**config.mk**
```make
export PLATFORM = sky130hd
export DESIGN_NAME = bin2bcd_seq
export DESIGN_NICKNAME = d
export VERILOG_FILES = /design/src/rtl/bin2bcd_seq.sv
export SDC_FILE = /design/constraint.sdc
export NUM_CORES = 1
export LEC_CHECK = 0
export CORE_MARGIN = 2
export CORE_UTILIZATION = 55
export DETAILED_ROUTE_END_ITERATION = 10
export HOLD_SLACK_MARGIN = 0.08
export PLACE_DENSITY = 0.79
export SYNTH_ARGS = -nofsm -noshare
export SYNTH_HDL_FRONTEND = slang
export SYNTH_SLANG_ARGS = --single-unit
```
**constraint.sdc**
```tcl
create_clock -name clk -period 1.5 [get_ports clk]
set_input_delay 0.375 -clock clk [delete_from_list [all_inputs] [get_ports clk]]
set_output_delay 0.375 -clock clk [all_outputs]
set_load 0.005 [all_outputs]
```
**src/rtl/bin2bcd_seq.sv**
```systemverilog
// -----------------------------------------------------------------------------
// bin2bcd_seq -- sequential binary-to-BCD converter (shift-and-add-3).
//
// Converts an unsigned W-bit value (W = 1..9, max 511) to three BCD digits.
// One conversion takes W+1 clocks after the accepting edge: W shift
// iterations, then one edge that publishes the digits and pulses done.
//
// Ports
//   clk       system clock, rising edge
//   button0   asynchronous active-low reset
//   start     conversion request, sampled every edge, honoured only in IDLE
//   bin       value to convert, latched on the accepting edge
//   busy      high from the accepting edge until the publishing edge
//   done      one-cycle pulse: new result on the digit outputs
//   bcd_hund  hundreds digit (0..5)
//   bcd_tens  tens digit (0..9)
//   bcd_ones  ones digit (0..9)
// -----------------------------------------------------------------------------

// Per-digit correction: a digit >= 5 would overflow past 9 after the next
// left shift, so add 3 first. 4-bit add, no carry into the next digit.
module bin2bcd_add3 (
  input  logic [3:0] d,
  output logic [3:0] q
);
  assign q = (d >= 4'd5) ? d + 4'd3 : d;
endmodule

module bin2bcd_seq #(
  parameter int W = 8
) (
  input  logic         clk,
  input  logic         button0,
  input  logic         start,
  input  logic [W-1:0] bin,
  output logic         busy,
  output logic         done,
  output logic [3:0]   bcd_hund,
  output logic [3:0]   bcd_tens,
  output logic [3:0]   bcd_ones
);
  localparam int NDIG = 3;
  localparam int CW   = (W < 2) ? 1 : $clog2(W + 1);

  typedef enum logic [1:0] {IDLE, SHIFT, DONE} state_t;

  state_t         state;
  logic [11:0]    scr;       // scratch BCD: hund[11:8] tens[7:4] ones[3:0]
  logic [W-1:0]   sr;        // binary shift register, MSB first
  logic [CW-1:0]  cnt;       // completed shift iterations
  logic [11:0]    scr_adj;   // scratch after add-3 correction
  logic [W+11:0]  cat_sh;    // {scr_adj, sr} shifted left by one

  for (genvar g = 0; g < NDIG; g++) begin : g_dig
    bin2bcd_add3 u_add3 (
      .d (scr[4*g +: 4]),
      .q (scr_adj[4*g +: 4])
    );
  end

  // The binary MSB enters the ones digit LSB; the top scratch bit falls out
  // (it is always zero for in-range values).
  assign cat_sh = {scr_adj, sr} << 1;

  always_ff @(posedge clk or negedge button0) begin
    if (!button0) begin
      state    <= IDLE;
      scr      <= '0;
      sr       <= '0;
      cnt      <= '0;
      busy     <= 1'b0;
      done     <= 1'b0;
      bcd_hund <= '0;
      bcd_tens <= '0;
      bcd_ones <= '0;
    end else begin
      case (state)
        IDLE: begin
          // done drops here, so a back-to-back start on the edge after the
          // pulse both clears done and raises busy.
          done <= 1'b0;
          if (start) begin
            sr    <= bin;
            scr   <= '0;
            cnt   <= '0;
            busy  <= 1'b1;
            state <= SHIFT;
          end
        end
        SHIFT: begin
          scr <= cat_sh[W+11:W];
          sr  <= cat_sh[W-1:0];
          cnt <= cnt + CW'(1);
          if (cnt == CW'(W - 1)) state <= DONE;
        end
        DONE: begin
          // Only place the visible digits change; partial scratch never leaks.
          bcd_hund <= scr[11:8];
          bcd_tens <= scr[7:4];
          bcd_ones <= scr[3:0];
          done     <= 1'b1;
          busy     <= 1'b0;
          state    <= IDLE;
        end
        default: state <= IDLE;
      endcase
    end
  end
endmodule

```
==> results of run 1 <==
==> cell usage after synthesis, types with 3 or more instances <==
library cell,count,area share [%]
o21ai_1,16,4.0
o31ai_2,3,1.9
o21ai_0,11,2.8
dfrtp_1,40,50
inv_1,13,2.4
o221ai_2,3,2.3
ha_1,7,4.4
o2111ai_1,6,2.6
nand2_1,26,4.9
buf_2,4,1.0
nor2b_1,12,3.8
buf_6,5,2.8
a22oi_1,7,2.6
o21a_1,3,1.1
a21oi_1,11,2.8
a32o_1,3,1.5
==> flip-flops by register name (all words and copies together) (netlist names) <==
name and count:
sr 8, scr 12, bcd_hund 4, state 2, busy 1, bcd_ones 4, bcd_tens 4, done 1
cnt 4
==> power breakdown <==
group          total [W]  internal [W]  switching [W]
Combinational    0.00201      0.000983        0.00103
Sequential       0.00174       0.00145       0.000285
Clock           0.000697      0.000349       0.000347
==> cell families after synthesis <==
family / Yosys count / synth area share [%]
AO/OA/AOI/OAI: 71 / 25.9
AND/OR/NAND/NOR: 46 / 11.0
flip-flops: 40 / 50.1
buffers and inverters: 25 / 7.21
adder cells (fa/ha/maj): 7 / 4.39
XOR/XNOR: 2 / 0.877
multiplexers: 1 / 0.501
==> per-stage QoR <==
stage | cell area (µm²) | hold WS [ns] | util [%] | setup WS [ns] | setup TNS (ns)
floorplan | 2000 | 0.0794 | - | 0.191 | 0
global placement | 2330 | 0.322 | 68.3 | -0.0326 | -0.331
detailed placement | 2330 | 0.324 | 68.3 | -0.0769 | -0.993
CTS | 2430 | 0.475 | 71.2 | 0.0154 | 0
global route | 2470 | 0.481 | 72.5 | -0.0628 | -0.104
finish | 2470 | 0.461 | 72.5 | 0.0332 | 0
==> worst max-delay path: stages (launching register included) <==
cell     delay (ns)
dfrtp_1        0.40
inv_1          0.08
ha_2           0.21
nor2b_2        0.17
o21a_1         0.22
o32ai_1        0.26
==> worst max-delay path by stage <==
stage | from | cells past startpoint | slack [ns] | end
after floorplan | scr[4] | 5 | 0.19 | scr[6]
after global placement | start | 5 | -0.03 | sr[1]
after detailed placement | start | 4 | -0.08 | scr[11]
after CTS | scr[5] | 5 | 0.02 | scr[6]
after global routing | scr[5] | 5 | -0.06 | scr[8]
final | scr[4] | 5 | 0.03 | scr[8]
==> area by class of cell <==
cell class,count,area (µm²)
Clock buffer,6,41.3
Timing Repair Buffer,46,410
Fill cell,282,941
Sequential cell,40,1000
Multi-Input combinational cell,127,881
Clock inverter,2,35.0
Inverter,13,48.8
Tap cell,46,57.6
==> repair_timing <==
action / 4_1_cts / 5_1_grt
hold buffers: 1 / 0
gates resized for setup: 15 / 7
setup buffers: 4 / 2
endpoints found under the hold margin: 16 / 0
pin swaps: 0 / 0
setup endpoints to repair: 18 / 7
==> layer usage <==
layer  vias to the layer above  wire length [µm]  global-route usage, %
met5                         -                 0                      0
met4                         0                88                   8.24
met3                        10               191                   6.16
met2                        47              2230                   40.8
met1                       761              1740                   26.2
li1                        765                 -                      -
==> placed cells by master (no fill, tap or decap), drive strengths merged, types with 7 or more instances in the layout <==
master,netlist,layout
dfrtp,40,40
o21ai,27,27
nand2,26,26
buf,11,22
dlygate4sd2,0,14
inv,13,13
nor2b,13,13
a21oi,11,11
clkdlybuf4s50,0,9
a22oi,7,7
ha,7,7
==> flow_summary.json, run 1 <==
{
  "irDropWorstVdd_mv": 0.787,
  "slew_headroom_pct": 65.9,
  "port_buffers": 24,
  "worst_pin_slew_ns": 0.511,
  "htreeDepth": 2,
  "regToRegStartpoint": "scr[4]",
  "antenna_found_initial": 0,
  "ys_ff_latch": 40,
  "firstDrtPassIters": 4,
  "cts_root_buf": "clkbuf_4",
  "clk_latency_ns": 0.36,
  "initial_core_util_pct": 58.5,
  "power_density_mw_per_mm2": 1800,
  "ys.flop_type": "dfrtp_1",
  "die-area_mm2": 0.00413,
  "clock_path_buffers": 2,
  "required_ns": 1.75,
  "cts_tree": "built",
  "grt_usage_pct": 22.9,
  "drive_gt1_share_pct": 20.1,
  "num_vias": 1583,
  "synth_edf_count": 0,
  "ff2ff_path_depth": 5,
  "maxSlewViolCount": 0,
  "yosysWarnings": 0,
  "drc": 0,
  "worstSetupStartpointType": "flip-flop",
  "via_per_inst": 5.65,
  "cts.clk_slew.worst_paths_ns": 0.12,
  "cap_violations": 0,
  "fp.dieW_um": 64.3,
  "cp-end-kind": "flip-flop",
  "grt_pass1_wl_um": 7270,
  "final_hold_viol_count": 0,
  "overflow": 0,
  "cts_buffers": 5,
  "min_period_over_period_pct": 97.8,
  "synth_cell_types": 32,
  "final.min_clock_period_ns": 1.47,
  "ys_seq_area_share_pct": 50.1,
  "hp-class": "in -> async",
  "async_reset_ff_share_pct": 100,
  "syn_inst": 192,
  "power.leakage_nw": 1.16,
  "worstPathMaxFanout": 3,
  "worst_ep_arrival_time_ns": 1.72,
  "wl_um": 4250,
  "rows": 21,
  "wl_per_cell_um": 15.2,
  "critPathKind": "reg -> reg",
  "gp_congestion": 0.806,
  "syn_avg_cell_area_um2": 10.4,
  "syn_nets": 210,
  "grt_pass1_vias": 1590,
  "finClkSkew_ns": 0.0168,
  "coreArea_mm2": 0.00342,
  "setup_viol": 0,
  "syn_area_mm2": 0.00200,
  "clock-sinks": 40,
  "diodes": 0,
  "die_y_um": 64.3,
  "power_w": 0.00444,
  "dp_hpwl_um": 3050,
  "grt_max_degree": 25,
  "postRouteAntennaNets": 0,
  "status": "finished clean",
  "nets": 251,
  "dp.cells": 265,
  "fmax_mhz": 682,
  "io_pins": 25,
  "initialDrtViolationCount": 67,
  "r2r-end": "scr[8]",
  "fin_cells": 280,
  "rrSetupSlack_ns": 0.03,
  "area_growth_pct": 23.9
}
Power figures use the tool's default switching activity.
==> inputs of run 2 (changes only) <==
Settings changed: CTS_CLUSTER_SIZE set to 28.
==> results of run 2 <==
No change in the layout: final DEF, timing and power equal those of run 1.
